[src/rtl/lutram_access_controller.sv]
// Initiator-side front end for a single-port lutram.
// Clears every set after reset, then serves valid/ready read and write
// requests with byte-masked accesses. Read data returns on a held
// valid/ready response port.
module lutram_access_controller #(
  parameter int SINGLE_ENTRY_SIZE_IN_BITS = 64,
  parameter int NUM_SET                   = 64,
  parameter int SET_PTR_WIDTH_IN_BITS     = $clog2(NUM_SET),
  parameter int WRITE_MASK_LEN            = SINGLE_ENTRY_SIZE_IN_BITS / 8,
  parameter int READ_LATENCY              = 1
) (
  input  logic                                 clk_in,
  input  logic                                 reset_in,
  input  logic                                 request_valid_in,
  output logic                                 request_ready_out,
  input  logic                                 request_write_in,
  input  logic [SET_PTR_WIDTH_IN_BITS-1:0]     request_addr_in,
  input  logic [WRITE_MASK_LEN-1:0]            request_mask_in,
  input  logic [SINGLE_ENTRY_SIZE_IN_BITS-1:0] request_data_in,
  output logic                                 response_valid_out,
  input  logic                                 response_ready_in,
  output logic [SINGLE_ENTRY_SIZE_IN_BITS-1:0] response_data_out,
  output logic                                 init_done_out,
  output logic                                 mem_access_en_out,
  output logic [WRITE_MASK_LEN-1:0]            mem_write_en_out,
  output logic [SET_PTR_WIDTH_IN_BITS-1:0]     mem_set_addr_out,
  output logic [SINGLE_ENTRY_SIZE_IN_BITS-1:0] mem_write_entry_out,
  input  logic [SINGLE_ENTRY_SIZE_IN_BITS-1:0] mem_read_entry_in
);

  localparam int LAT_W = (READ_LATENCY > 1) ? $clog2(READ_LATENCY) : 1;
  localparam logic [SET_PTR_WIDTH_IN_BITS-1:0] LAST_SET = SET_PTR_WIDTH_IN_BITS'(NUM_SET - 1);
  localparam logic [LAT_W-1:0] LAST_LAT = LAT_W'(READ_LATENCY - 1);

  // A byte mask only makes sense if every mask bit covers exactly one byte.
  if (WRITE_MASK_LEN * 8 != SINGLE_ENTRY_SIZE_IN_BITS) begin : g_mask_width_check
    $error("lutram_access_controller: WRITE_MASK_LEN*8 must equal SINGLE_ENTRY_SIZE_IN_BITS");
  end

  typedef enum logic [1:0] {INIT, IDLE, READ_WAIT, RESP} state_t;

  state_t                               state;
  logic [SET_PTR_WIDTH_IN_BITS-1:0]     sweep_cnt;
  logic [SET_PTR_WIDTH_IN_BITS-1:0]     rd_addr;
  logic [LAT_W-1:0]                     lat_cnt;
  logic                                 resp_valid;
  logic [SINGLE_ENTRY_SIZE_IN_BITS-1:0] resp_data;
  logic                                 init_done;
  logic [SET_PTR_WIDTH_IN_BITS-1:0]     hold_addr;
  logic [SINGLE_ENTRY_SIZE_IN_BITS-1:0] hold_data;

  logic                                 ready_c;
  logic                                 access_c;
  logic [WRITE_MASK_LEN-1:0]            wen_c;
  logic [SET_PTR_WIDTH_IN_BITS-1:0]     addr_c;
  logic [SINGLE_ENTRY_SIZE_IN_BITS-1:0] data_c;

  // Memory port and request-ready decode; IDLE writes pass straight through
  // so back-to-back writes run at one per cycle. Everything is forced low
  // while reset is asserted so no stray access reaches the lutram.
  always_comb begin
    ready_c  = 1'b0;
    access_c = 1'b0;
    wen_c    = '0;
    addr_c   = hold_addr;
    data_c   = hold_data;
    case (state)
      INIT: begin
        access_c = 1'b1;
        wen_c    = '1;
        addr_c   = sweep_cnt;
        data_c   = '0;
      end
      IDLE: begin
        ready_c = 1'b1;
        if (request_valid_in) begin
          access_c = 1'b1;
          addr_c   = request_addr_in;
          if (request_write_in) begin
            wen_c  = request_mask_in;
            data_c = request_data_in;
          end
        end
      end
      READ_WAIT: begin
        access_c = 1'b1;
        addr_c   = rd_addr;
      end
      default: ;
    endcase
    if (reset_in) begin
      ready_c  = 1'b0;
      access_c = 1'b0;
      wen_c    = '0;
      addr_c   = '0;
      data_c   = '0;
    end
  end

  assign request_ready_out   = ready_c;
  assign mem_access_en_out   = access_c;
  assign mem_write_en_out    = wen_c;
  assign mem_set_addr_out    = addr_c;
  assign mem_write_entry_out = data_c;
  assign response_valid_out  = resp_valid;
  assign response_data_out   = resp_data;
  assign init_done_out       = init_done;

  // Controller FSM: clear sweep, request accept, read latency count, response hold.
  always_ff @(posedge clk_in) begin
    if (reset_in) begin
      state      <= INIT;
      sweep_cnt  <= '0;
      rd_addr    <= '0;
      lat_cnt    <= '0;
      resp_valid <= 1'b0;
      resp_data  <= '0;
      init_done  <= 1'b0;
      hold_addr  <= '0;
      hold_data  <= '0;
    end else begin
      hold_addr <= addr_c;
      hold_data <= data_c;
      case (state)
        INIT: begin
          if (sweep_cnt == LAST_SET) begin
            state     <= IDLE;
            init_done <= 1'b1;
          end else begin
            sweep_cnt <= sweep_cnt + 1'b1;
          end
        end
        IDLE: begin
          if (request_valid_in && !request_write_in) begin
            rd_addr <= request_addr_in;
            lat_cnt <= '0;
            state   <= READ_WAIT;
          end
        end
        READ_WAIT: begin
          if (lat_cnt == LAST_LAT) begin
            resp_data  <= mem_read_entry_in;
            resp_valid <= 1'b1;
            state      <= RESP;
          end else begin
            lat_cnt <= lat_cnt + 1'b1;
          end
        end
        RESP: begin
          if (response_ready_in) begin
            resp_valid <= 1'b0;
            state      <= IDLE;
          end
        end
        default: state <= INIT;
      endcase
    end
  end

endmodule
[config.mk]
export PLATFORM = sky130hd
export DESIGN_NAME = lutram_access_controller
export DESIGN_NICKNAME = d
export VERILOG_FILES = /design/src/rtl/lutram_access_controller.sv
export SDC_FILE = /design/constraint.sdc
export NUM_CORES = 1
export LEC_CHECK = 0
export CORE_UTILIZATION = 40
export DETAILED_ROUTE_END_ITERATION = 10
export PLACE_DENSITY = 0.79
export SKIP_CTS_REPAIR_TIMING = 1
export SYNTH_ARGS = -nofsm -noshare
export SYNTH_HDL_FRONTEND = slang
export SYNTH_SLANG_ARGS = --single-unit
[constraint.sdc]
create_clock -name clk_in -period 1.9 [get_ports clk_in]
set_input_delay 0.19 -clock clk_in [delete_from_list [all_inputs] [get_ports clk_in]]
set_output_delay 0.19 -clock clk_in [all_outputs]
set_load 0.1 [all_outputs]
Word-level counts from Yosys, hierarchy flattened. Cells that the tools add are included.

Flip-flop bits (word level): 151. Input port bits: 147. Output and inout bits: 146.

Bitwise operators: 2. Equality and inequality tests: 8. $add $sub $neg: 2. Mux-type cells: 27. Reduce and logical (&&, ||, !) cells: 13.

Operators by type and width (count): 64-bit two-way mux (3); 64-bit case mux with 2 select lines (1); 8-bit two-way mux (3); 6-bit case mux with 3 select lines (1); 8-bit case mux with 2 select lines (1); 6-bit two-way mux (2); 2-bit AND reduction (5); 1-bit two-way mux (8); 2-bit two-way mux (4); 2-bit != test (second input constant) (4); 2-bit case mux with 4 select lines (1); 6-bit by 1-bit adder with 6-bit output (second input constant) (1); 6-bit == test (second input constant) (1); 1-bit case mux with 2 select lines (3); 2-bit == test (second input constant) (2); 4-bit AND reduction (1); 2-bit nonzero test (2); 3-bit AND reduction (1); 2-bit by 1-bit == test with 1-bit output (second input constant) (1); 2-bit zero test (1); 1-bit inverter (2); 2-bit OR reduction (1); 1-bit adder (second input constant) (1); 1-bit logical AND (1); 1-bit zero test (1).

Logic depth before layout (Yosys ltp).
Depth after elaboration: 4. Depth in mapped cells: 8. Mapped depth without buffers: 6.

Worst setup path before layout. No wires, ideal clock.

Path kind: register to output. From: register state[0]. To: output mem_set_addr_out[3]. Path slack: -1684 ps. Data arrival time: 3394 ps. Stages on the path, launching flop included: 7. Path buffers: 2. Data required time: 1710 ps. Cells stage by stage: dfxtp_1 > inv_1 > ha_1 > buf_2 > buf_2 > a22oi_1 > a221oi_1.

Longest elaborated chain between the ends: 3. Elaborated cells on any way between the ends: 5.

Ends and longest elaborated chain: from (decl) (RTL line 42) `state_t state;`; from (signal assigned) (RTL line 112) `state <= INIT;`; from (signal assigned) (RTL line 127) `state <= IDLE;`; from (signal assigned) (RTL line 137) `state <= READ_WAIT;`; 2-bit == test, or another cell as far along (RTL line 67) `case (state)`; 6-bit case mux with 3 select lines (*) (RTL line 67); 6-bit two-way mux (*) (RTL line 91) `if (reset_in) begin`; to (decl) (RTL line 26) `output logic [SET_PTR_WIDTH_IN_BITS-1:0] mem_set_addr_out,`.

Mark *: on every way between the ends. The rest lies on a longest branch, timed or not.

Worst setup path in the final report.
From: register state[1]. To: output mem_write_entry_out[40].

Longest elaborated chain between the ends: 3. Elaborated cells on any way between the ends: 4.

Ends and longest elaborated chain: 2-bit by 1-bit == test with 1-bit output or 2-bit zero test (tied branches) (RTL line 67); 64-bit case mux with 2 select lines (*) (RTL line 67); 64-bit two-way mux (*) (RTL line 91); to (decl) (RTL line 27) `output logic [SINGLE_ENTRY_SIZE_IN_BITS-1:0] mem_write_entry_out,`.

Marked as above.

==> flow_results.org <==
** STA
- Final max-slew violation count :: 0
- Slew headroom :: 68.7%
- Setup_tns :: -25200 ps
- Final hold violation count :: 0
- Setup slack after layout :: -415 ps
- Slew at the pin closest to its max-slew limit :: 467 ps
- For the final database, setup skew stands at 6.96 ps.
- Setup violations remaining at the end of the flow were counted as 79.
- The worst path uses 122% of the clock period.
- Fmax achieved :: 432 MHz
- Unrepaired setup endpoints after global routing :: true
- Subtracting the final worst setup slack from the clock period gives 2320 ps.

** Clock tree
- The tree built by TritonCTS fans out to 150 sinks.
- After clock tree synthesis, the clock-pin slew on the worst setup and hold paths is 60 ps.
- TritonCTS built the clock tree.
- The tree is rooted in a sky130_fd_sc_hd__clkbuf_16.
- Clock latency on the worst-skew pair, taken at its later pin, is 430 ps.
- Maximum buffer depth of the clock tree :: 2
- TritonCTS Buffers :: 17
- The H-tree was split into 4 levels.

** Power and ir drop
- Leakage :: 4.31 nW
- After layout, the design draws a total of 12.3 mW.
- Dividing total power by cell area gives a power density of 1030 nW/um^2.
- Across the VDD grid, the largest voltage drop is 0.676 mV.

** Detailed routing
- The routed design uses 1610 um of met3 wire.
- The detailed router put a total of 7600 um of wire on met1.
- Wires add up to 22300 um.
- Ratio of routed vias to standard cells :: 5.34
- Average routed wire per standard cell :: 19.2 um
- # DRC :: 0
- Violation count after the first detailed-route iteration :: 345
- In the detailed route, the total length drawn on met2 is 12100 um.
- Summing over every cut layer, the via total after detailed routing is 6210.
- DRT Pass-1 Iters :: 6
- Signal routing reaches up to met4.
- The count of nets left with antenna violations once routing finished came out at 0.

** Yosys
- FFs w/ async S/R, synth :: 0%
- For this run, the number of Yosys warnings is 0.
- Syn_nets :: 796
- Gate Count Post-Synth :: 641
- A synthesized cell averages 9.16 um^2.
- After synthesis the netlist holds a flip-flop and latch count of 150.
- Unique masters post-synth :: 30
- Number of enable-type register cells in the synthesized netlist :: 0
- After synthesis the cells add up to 5870 um^2.
- After synthesis, flip-flops and latches occupy 51.2% of the total area.
- Among all flip-flop cells after synthesis, the most frequent one is sky130_fd_sc_hd__dfxtp_1.

** Final layout
- For this run, the post-layout net count is 1127.
- Fraction of layout instances using a drive strength above 1 :: 42.0%
- The layout has 699 filler cells.
- Commonest cells after routing, fill and taps aside :: 148 x sky130_fd_sc_hd__dfxtp_1, 145 x sky130_fd_sc_hd__clkdlybuf4s50_1, 144 x sky130_fd_sc_hd__nor2_1, 117 x sky130_fd_sc_hd__buf_4, 95 x sky130_fd_sc_hd__buf_12
- FF/Latch Area :: 3010 um^2
- Compared with the post-synthesis result, the final layout area differs by 102%.
- The count of cells in the finished layout, fillers not included, comes to 1164.
- The library cell used most frequently in the layout, excluding fill and tap cells, is sky130_fd_sc_hd__dfxtp_1.
- The multi-input combinational cells in the finished layout cover a total of 3680 um^2.
- Final design area excluding fillers :: 11900 um^2

** Outcome
- Run status :: finished with violations
- Failing checks :: setup timing

** Global routing
- Entering global routing, the biggest net connects 67 pins.
- Global routing finished with a remaining overflow of 0.
- Global-route wire length before repair :: 31200 um
- GR Util All Layers :: 27.4%
- Via count of the first global-routing pass :: 6186
- Initial antenna violation count :: 0

** Setup path
- Worst path required time :: 1710 ps
- In this design, the stage delay of the slowest critical-path cell is 350 ps.
- The signal on the critical path passes through inv_4 > ha_4 > and3_4 > a21oi_4 > buf_12 > buf_12 > buf_6 > a22oi_2 > nor2_4 > buf_12.
- Crit Path Category :: flop to primary output
- In this design, the critical path's most frequently occurring cell is sky130_fd_sc_hd__buf_12.
- Largest fanout on the critical path :: 5
- Endpoint kind of the worst setup timing path :: primary output
- The slowest stage of the critical path is the sky130_fd_sc_hd__dfxtp_4 cell.
- The worst setup path is launched from a flop.
- Data on the critical path arrives at its endpoint at 2130 ps.

** Floorplanning
- Vertical die dimension :: 123 um
- Die footprint :: 15200 um^2
- Core Footprint :: 14100 um^2
- DIE WIDTH :: 123 um
- The initial utilization of the core area, before any placement, comes to 41.6%.
- Number of top-level pins :: 293
- The floorplan has 43 rows.

** Placement
- At the end of routability-driven placement, the weighted congestion stood at 0.780.
- The placed instances occupy a cell area of 10900 um^2.
- The number of placed instances, taps included, is 1118.
- Buffers on Ports :: 292
- Hpwl dp :: 15400 um
- Post-placement setup slack :: -159 ps

** Min path
- Worst Hold Class :: primary input to flop

** Run
- Maximum Capacitance Violations :: 0
==> report_power, final <==
group	switching (mW)	internal (mW)
logic	3.27	2.34
registers	0.0894	3.28
clock network	1.30	1.98
==> cell families (layout without fill, tap and decap cells) <==
logic type / after synthesis / after routing / synth area share, %
AOI/OAI and AO/OA: 115 / 115 / 14.6
and+or+nand+nor: 230 / 230 / 15.1
other: 0 / 1 / 0
adders and majority gates: 8 / 8 / 1.71
xor gates and xnor gates: 2 / 2 / 0.298
DFF: 150 / 150 / 51.2
buffers and inverters: 63 / 405 / 4.58
muxes: 73 / 73 / 12.5
==> Yosys cell counts (all sizes together) (2+ instances only) <==
master  instances  area [um^2]
nor2          217          815
dfxtp         150         3000
mux2i          72          721
a22oi          71          533
clkbuf         27          101
buf            24          123
a221oi         12          105
inv            12         45.0
a21oi          10         61.3
ha              8          100
o21ai           8         43.8
a22o            6         52.6
a211oi          3         22.5
and3            2         12.5
nand2           2         7.51
nand2b          2         12.5
nand4           2         12.5
nor3            2         10.0
o21bai          2         15.0
xor2            2         17.5
==> path summary, 6_finish.rpt <==
| kind | startpoint | end | slack (ps) | depth (start not counted) |
|---|---|---|---|---|
| max | state[1] | mem_write_entry_out[40] | -420 | 10 |
| min | reset_in | rd_addr[1] | 110 | 2 |
| max reg2reg | state[1] | hold_data[40] | 90 | 10 |
| min reg2reg | init_done_out | init_done_out | 490 | 2 |
==> critical path, delay by kind of cell (launching register included) <==
| kind | cells | cell delay [ps] |
|---|---|---|
| AND/OR/NAND/NOR | 2 | 280 |
| adder cells (fa/ha/maj) | 1 | 140 |
| flip-flops | 1 | 350 |
| buffers and inverters | 5 | 640 |
| AO/OA/AOI/OAI | 2 | 290 |
==> layout make-up <==
| cell class | instances | share of cell area (%) |
|---|---|---|
| repair buffers | 363 | 36.6 |
| diodes | 1 | 0.0211 |
| inverters | 12 | 0.421 |
| clock inverters | 9 | 0.864 |
| well taps | 180 | 1.90 |
| multi-input cells | 428 | 31.0 |
| clock buffers | 21 | 3.89 |
| flip-flops and latches | 150 | 25.3 |
==> registers in the layout, summed over array words and instances, names as in the netlist <==
| name | flops |
|---|---|
| hold_data | 64 |
| response_data_out | 64 |
| hold_addr | 6 |
| rd_addr | 6 |
| sweep_cnt | 6 |
| state | 2 |
| init_done_out | 1 |
| response_valid_out | 1 |
==> per-stage QoR <==
| step | hold WS [ps] | util, % |
|---|---|---|
| after floorplan | 334 | - |
| after global placement | 456 | 77.1 |
| after detailed placement | 486 | 77.1 |
| after CTS | 97.8 | 81.1 |
| after global routing | 107 | 84.3 |
| final | 110 | 84.3 |
==> routing by layer <==
metal | vias up | track usage, %
li1 | 2883 | -
met1 | 2978 | 26.2
met2 | 283 | 50.9
met3 | 66 | 8.99
met4 | 0 | 15.6
met5 | - | 0
Power figures use the tool's default switching activity.
